### src/rtl/credit_rr_scheduler.sv
// credit_rr_scheduler: round-robin scheduler with a per-grant burst quantum
// that shares one credit-flow-controlled output among four requesters.
// Optional per-channel beat counters are built when the macro
// CREDIT_RR_SCHEDULER_STATS_EN is defined. Otherwise stat_count reads 0.
module credit_rr_scheduler #(
  parameter int DATA_W      = 64,
  parameter int CRED_W      = 8,
  parameter int QUANTUM     = 4,
  parameter int INIT_CREDIT = 0
) (
  input  logic                  clk,
  input  logic                  reset,
  input  logic [3:0]            req_valid,
  input  logic [4*DATA_W-1:0]   req_data,
  output logic [3:0]            req_grant,
  input  logic [3:0]            chan_en,
  input  logic                  dn_update,
  input  logic [CRED_W-1:0]     dn_credit,
  output logic                  out_valid,
  output logic [1:0]            out_channel,
  output logic [DATA_W-1:0]     out_data,
  output logic [CRED_W-1:0]     credit_count,
  output logic                  credit_ovf,
  output logic                  busy,
  input  logic [1:0]            stat_sel,
  input  logic                  stat_clr,
  output logic [31:0]           stat_count
);

  localparam logic [0:0]        IDLE      = 1'b0;
  localparam logic [0:0]        GRANT     = 1'b1;
  localparam logic [7:0]        QUANT_LIM = 8'(QUANTUM);
  localparam logic [CRED_W-1:0] CRED_INIT = CRED_W'(INIT_CREDIT);
  localparam logic [CRED_W:0]   CRED_MAX  = {1'b0, {CRED_W{1'b1}}};

  logic [0:0]        state_q, state_d;
  logic [1:0]        owner_q, owner_d;
  logic [1:0]        last_owner_q, last_owner_d;
  logic [7:0]        beat_cnt_q, beat_cnt_d;
  logic [CRED_W-1:0] credit_q, credit_d;
  logic              credit_ovf_q, credit_ovf_d;
  logic              out_valid_q;
  logic [1:0]        out_channel_q;
  logic [DATA_W-1:0] out_data_q;

  logic [3:0]        eligible;
  logic              anyElig;
  logic              ownerElig;
  logic              grant;
  logic [7:0]        beatNext;
  logic              exitBurst;
  logic [CRED_W:0]   creditSum;
  logic [CRED_W:0]   creditNet;

  // First eligible channel strictly after 'last', wrapping so 'last' itself comes last
  function automatic logic [1:0] rrPick(input logic [3:0] elig, input logic [1:0] last);
    logic [1:0] res;
    logic [1:0] cand;
    logic       found;
    res   = last;
    found = 1'b0;
    for (int k = 1; k <= 4; k++) begin
      cand = last + 2'(k);
      if (!found && elig[cand]) begin
        res   = cand;
        found = 1'b1;
      end
    end
    return res;
  endfunction

  assign eligible  = req_valid & chan_en;
  assign anyElig   = |eligible;
  assign ownerElig = eligible[owner_q];
  assign grant     = (state_q == GRANT) && ownerElig && (credit_q != '0);
  assign req_grant = grant ? (4'b0001 << owner_q) : 4'b0000;
  assign beatNext  = beat_cnt_q + 8'd1;
  assign exitBurst = !ownerElig || (grant && (beatNext == QUANT_LIM));

  // Arbitration: start a burst from IDLE, then count beats and hand off on exit
  always_comb begin
    state_d      = state_q;
    owner_d      = owner_q;
    last_owner_d = last_owner_q;
    beat_cnt_d   = beat_cnt_q;
    if (state_q == IDLE) begin
      if (anyElig) begin
        state_d    = GRANT;
        owner_d    = rrPick(eligible, last_owner_q);
        beat_cnt_d = 8'd0;
      end
    end else begin
      if (grant) begin
        beat_cnt_d = beatNext;
      end
      if (exitBurst) begin
        last_owner_d = owner_q;
        if (anyElig) begin
          owner_d    = rrPick(eligible, owner_q);
          beat_cnt_d = 8'd0;
        end else begin
          state_d = IDLE;
        end
      end
    end
  end

  // Credit bookkeeping: returns and consumption net out, saturating at the top
  always_comb begin
    creditSum    = {1'b0, credit_q} + (dn_update ? {1'b0, dn_credit} : '0);
    creditNet    = creditSum - (CRED_W+1)'(grant);
    credit_d     = creditNet[CRED_W-1:0];
    credit_ovf_d = credit_ovf_q;
    if (creditNet > CRED_MAX) begin
      credit_d     = CRED_MAX[CRED_W-1:0];
      credit_ovf_d = 1'b1;
    end
  end

  // Control and credit state registers
  always_ff @(posedge clk or negedge reset) begin
    if (!reset) begin
      state_q      <= IDLE;
      owner_q      <= 2'd0;
      last_owner_q <= 2'd3;
      beat_cnt_q   <= 8'd0;
      credit_q     <= CRED_INIT;
      credit_ovf_q <= 1'b0;
    end else begin
      state_q      <= state_d;
      owner_q      <= owner_d;
      last_owner_q <= last_owner_d;
      beat_cnt_q   <= beat_cnt_d;
      credit_q     <= credit_d;
      credit_ovf_q <= credit_ovf_d;
    end
  end

  // Output beat register loads on every grant cycle; valid drops otherwise
  always_ff @(posedge clk or negedge reset) begin
    if (!reset) begin
      out_valid_q   <= 1'b0;
      out_channel_q <= 2'd0;
      out_data_q    <= '0;
    end else if (grant) begin
      out_valid_q   <= 1'b1;
      out_channel_q <= owner_q;
      out_data_q    <= req_data[int'(owner_q)*DATA_W +: DATA_W];
    end else begin
      out_valid_q   <= 1'b0;
    end
  end

  assign out_valid    = out_valid_q;
  assign out_channel  = out_channel_q;
  assign out_data     = out_data_q;
  assign credit_count = credit_q;
  assign credit_ovf   = credit_ovf_q;
  assign busy         = (state_q == GRANT);

`ifdef CREDIT_RR_SCHEDULER_STATS_EN
  logic [31:0] stat_q [4];

  // Per-channel beat counters; a clear wins over a same-cycle increment
  always_ff @(posedge clk or negedge reset) begin
    if (!reset) begin
      for (int i = 0; i < 4; i++) stat_q[i] <= 32'd0;
    end else if (stat_clr) begin
      for (int i = 0; i < 4; i++) stat_q[i] <= 32'd0;
    end else if (grant) begin
      stat_q[owner_q] <= stat_q[owner_q] + 32'd1;
    end
  end

  assign stat_count = stat_q[stat_sel];
`else
  logic unused_stat;
  assign unused_stat = ^{stat_sel, stat_clr};
  assign stat_count  = 32'd0;
`endif

endmodule

### config.mk
export PLATFORM = sky130hd
export DESIGN_NAME = credit_rr_scheduler
export DESIGN_NICKNAME = d
export VERILOG_FILES = /design/src/rtl/credit_rr_scheduler.sv
export SDC_FILE = /design/constraint.sdc
export NUM_CORES = 1
export LEC_CHECK = 0
export ABC_AREA = 0
export CAP_MARGIN = 15
export CORE_AREA = 2 2 151 153
export CTS_CLUSTER_SIZE = 10
export DETAILED_ROUTE_END_ITERATION = 6
export DIE_AREA = 0 0 153 155
export PLACE_DENSITY_LB_ADDON = 0.05
export SLEW_MARGIN = 20
export SYNTH_ARGS = -nofsm -noshare
export SYNTH_HDL_FRONTEND = slang
export SYNTH_SLANG_ARGS = --single-unit
export TNS_END_PERCENT = 30
### constraint.sdc
create_clock -name clk -period 3.8 [get_ports clk]
set_input_delay 0.76 -clock clk [delete_from_list [all_inputs] [get_ports clk]]
set_output_delay 0.76 -clock clk [all_outputs]
set_load 0.01 [all_outputs]
==> results.yml <==
clocking:
  cts-root-buf: "clkbuf_16"
  numCtsBuffers: 9
  cts.htree.levels: 3
  cts_hold_buf: 0
  cts.path.max_buffers: 2
  clk_pin_slew_ps: 60
  clock_latency_ps: 340
  cts_tree: "built"
  cts_sinks: 89
pwr:
  irDropWorstVdd_v: 0.0003412
  powerDensity_mw_per_mm2: 659.7
  p_sw_frac: 0.3532
  intPower_mw: 4.393
  seqPwrFrac: 0.243
  leakagePower_nw: 4.075
  comb_power_share: 0.624
  power_frac_clock: 0.133
  power_mw: 6.792
  p_sw_mw: 2.399
drt:
  wl_met1_mm: 8.249
  wire_per_inst_um: 19.32
  drt_first_pass_iters: 4
  ant_nets: 0
  routed-wl-met2_mm: 11.63
  via_per_inst: 4.725
  wl_met3_mm: 1.476
  top_layer: "met5"
  drtIter0Drc: 153
  vias: 5316
  drc: 0
  routed_wl_mm: 21.74
timing:
  hold_viol: 0
  worst_slack_ps: 137.2
  fin_crit_sh: 0.9639
  drv_slew: 0
  setup_viol_count_final: 0
  worstMarginPinSlew_ps: 1003
  fmax_mhz: 273.0
  rsz0062_at_grt: "false"
  holdWs_ps: 393.7
  maxSlewHeadroom: 0.3315
  clock_skew_ps: 4.351
  fin_crit_ps: 3663
  tns_ps: 0
global_routing:
  grt_max_degree: 73
  first_global_vias: 5597
  grtUsageTotal: 0.1802
  grt_pass1_wl_mm: 32.57
  gr-total-overflow: 0
  antenna_found_initial: 2
logic_synthesis:
  synth_ff_type: "dfrtp_1"
  yosysSeqAreaShare: 0.3623
  netlist_instances: 478
  synth_top_area_share: 0.3538
  synth.most_common_cell: "dfrtp_1"
  synth_cell_type_count: 49
  synth.top_cells.by_area: "dfrtp_1, mux4_2, mux2_2"
  ys_ff_latch: 89
  synth_warnings: 0
  syn-cell-area_mm2: 0.006153
  syn_area_per_cell_um2: 12.87
  yosys-top-cells-count: "dfrtp_1, mux2_2, mux4_2, buf_4, nand2_1"
  async_flop_share: 1.000
  synth_edf_count: 0
  synth_top_cell_by_area: "dfrtp_1"
floorplan:
  row_count: 55
  io_pins: 391
  start_util: 0.2768
  die_area_mm2: 0.02372
  die_h_um: 155
  core_mm2: 0.02223
  die_w_um: 153
final_layout:
  fin_cells: 1125
  layout.nets: 1135
  post-route-util: 0.4632
  seq_area_mm2: 0.002237
  n_fill_cell: 2029
  fin_area_mm2: 0.01030
  syn2layout_area_growth_pct: 67.32
  drive_gt1_frac: 0.2202
  multi_input_area_mm2: 0.003597
  diodes: 0
worst_setup_path:
  end_kind: "output pin"
  cp_common_cell: "clkdlybuf4s50_1"
  slowest_stage: "clkdlybuf4s50_1"
  reg2reg_slack_ps: 480
  cp_max_fo: 8
  critical_path.cell_chain: "clkdlybuf4s50_1 -> nand2_1 -> mux4_2 -> nor3b_4 -> buf_6 -> and2_1 -> clkdlybuf4s50_1"
  slowest_delay_ps: 530
  path_delay_family: "buffers and inverters"
  arrival_ps: 2900
  critPathRequiredTime_ps: 3040
  crit_type: "in2out"
  cp-start-kind: "input pin"
  path_buf_inv: 3
place:
  port_buffers: 355
  hpwl_mm: 17.58
  dp.cells: 1107
  dpl_worst_slack_ps: -159.3
  place_area_mm2: 0.009987
  place_congestion: 0.7949
min_path:
  hold_class: "in2async"
flow_run:
  drv_cap: 0
status:
  run_status: "complete, no violations"
power by group through the flow:
stage	Sequential [mW]	Combinational [mW]	Clock, mW
after floorplan	1.82	2.34	0
after global placement	1.66	4.29	0
after detailed placement	1.66	4.31	0
after CTS	1.66	4.33	0.935
after global routing	1.72	4.60	0.969
final	1.65	4.24	0.901
area by class of cell:
| cell class | instances | share of cell area |
|---|---|---|
| Clock buffer | 13 | 0.02430 |
| Inverter | 24 | 0.008750 |
| Timing Repair Buffer | 376 | 0.3618 |
| Multi-Input combinational cell | 335 | 0.3494 |
| Sequential cell | 89 | 0.2173 |
| Clock inverter | 3 | 0.003889 |
| Tap cell | 285 | 0.03463 |
kinds of logic after synthesis:
kind of cell,share of synthesized area
adder cells (fa/ha/maj),0.04595
buffers and inverters,0.07523
flip-flops,0.3623
XOR/XNOR,0.01850
AO/OA/AOI/OAI,0.04372
AND/OR/NAND/NOR,0.07584
other,0.0006094
multiplexers,0.3778
metal layers:
metal | vias to the layer above | track usage
li1 | 2442 | -
met1 | 2645 | 0.2121
met2 | 205 | 0.3222
met3 | 22 | 0.04986
met4 | 2 | 0.05247
met5 | - | 0
layout by cell type (no fill, tap or decap), drive strengths merged, types with 14 or more instances in the layout:
cell and instances:
buf 22, clkdlybuf4s50 354, conb 32, dfrtp 87
ha 21, inv 24, mux2 68, mux4 67
nand2 29, nor2 14
worst register-to-register path, stage by stage, from the launching register on:
cell and delay [ps]:
dfrtp_4 470, inv_2 170, mux4_2 590, nor3b_4 250, xnor2_1 100, ha_1 210, fa_2 370, a21oi_2 150
o21ai_1 110, o21a_1 220, a21oi_2 180, xor2_2 170, buf_4 170, nand2b_1 60
flip-flops by register name, indices dropped and copies added, names as in the netlist:
| signal | count |
|---|---|
| out_channel | 2 |
| owner_q | 2 |
| beat_cnt_q | 8 |
| out_valid | 1 |
| credit_ovf | 1 |
| out_data | 64 |
| busy | 1 |
| last_owner_q | 2 |
| credit_count | 8 |
final timing paths:
check	from	to	depth (start not counted)
min in group clk	beat_cnt_q[7]	beat_cnt_q[7]	1
hold / removal	reset	credit_count[3]	1
max in group asynchronous	reset	out_data[41]	2
setup reg to reg	owner_q[0]	credit_ovf	13
hold reg to reg	beat_cnt_q[7]	beat_cnt_q[7]	1
setup / recovery	req_valid[3]	req_grant[0]	7
what timing repair did:
| action | 4_1_cts | 5_1_grt |
|---|---|---|
| buffers inserted | 1 | 2 |
| gates cloned | 0 | 0 |
| endpoints found under the setup margin | 4 | 10 |
| resized for setup | 0 | 1 |
No activity file was read; power rests on OpenSTA's default activity.
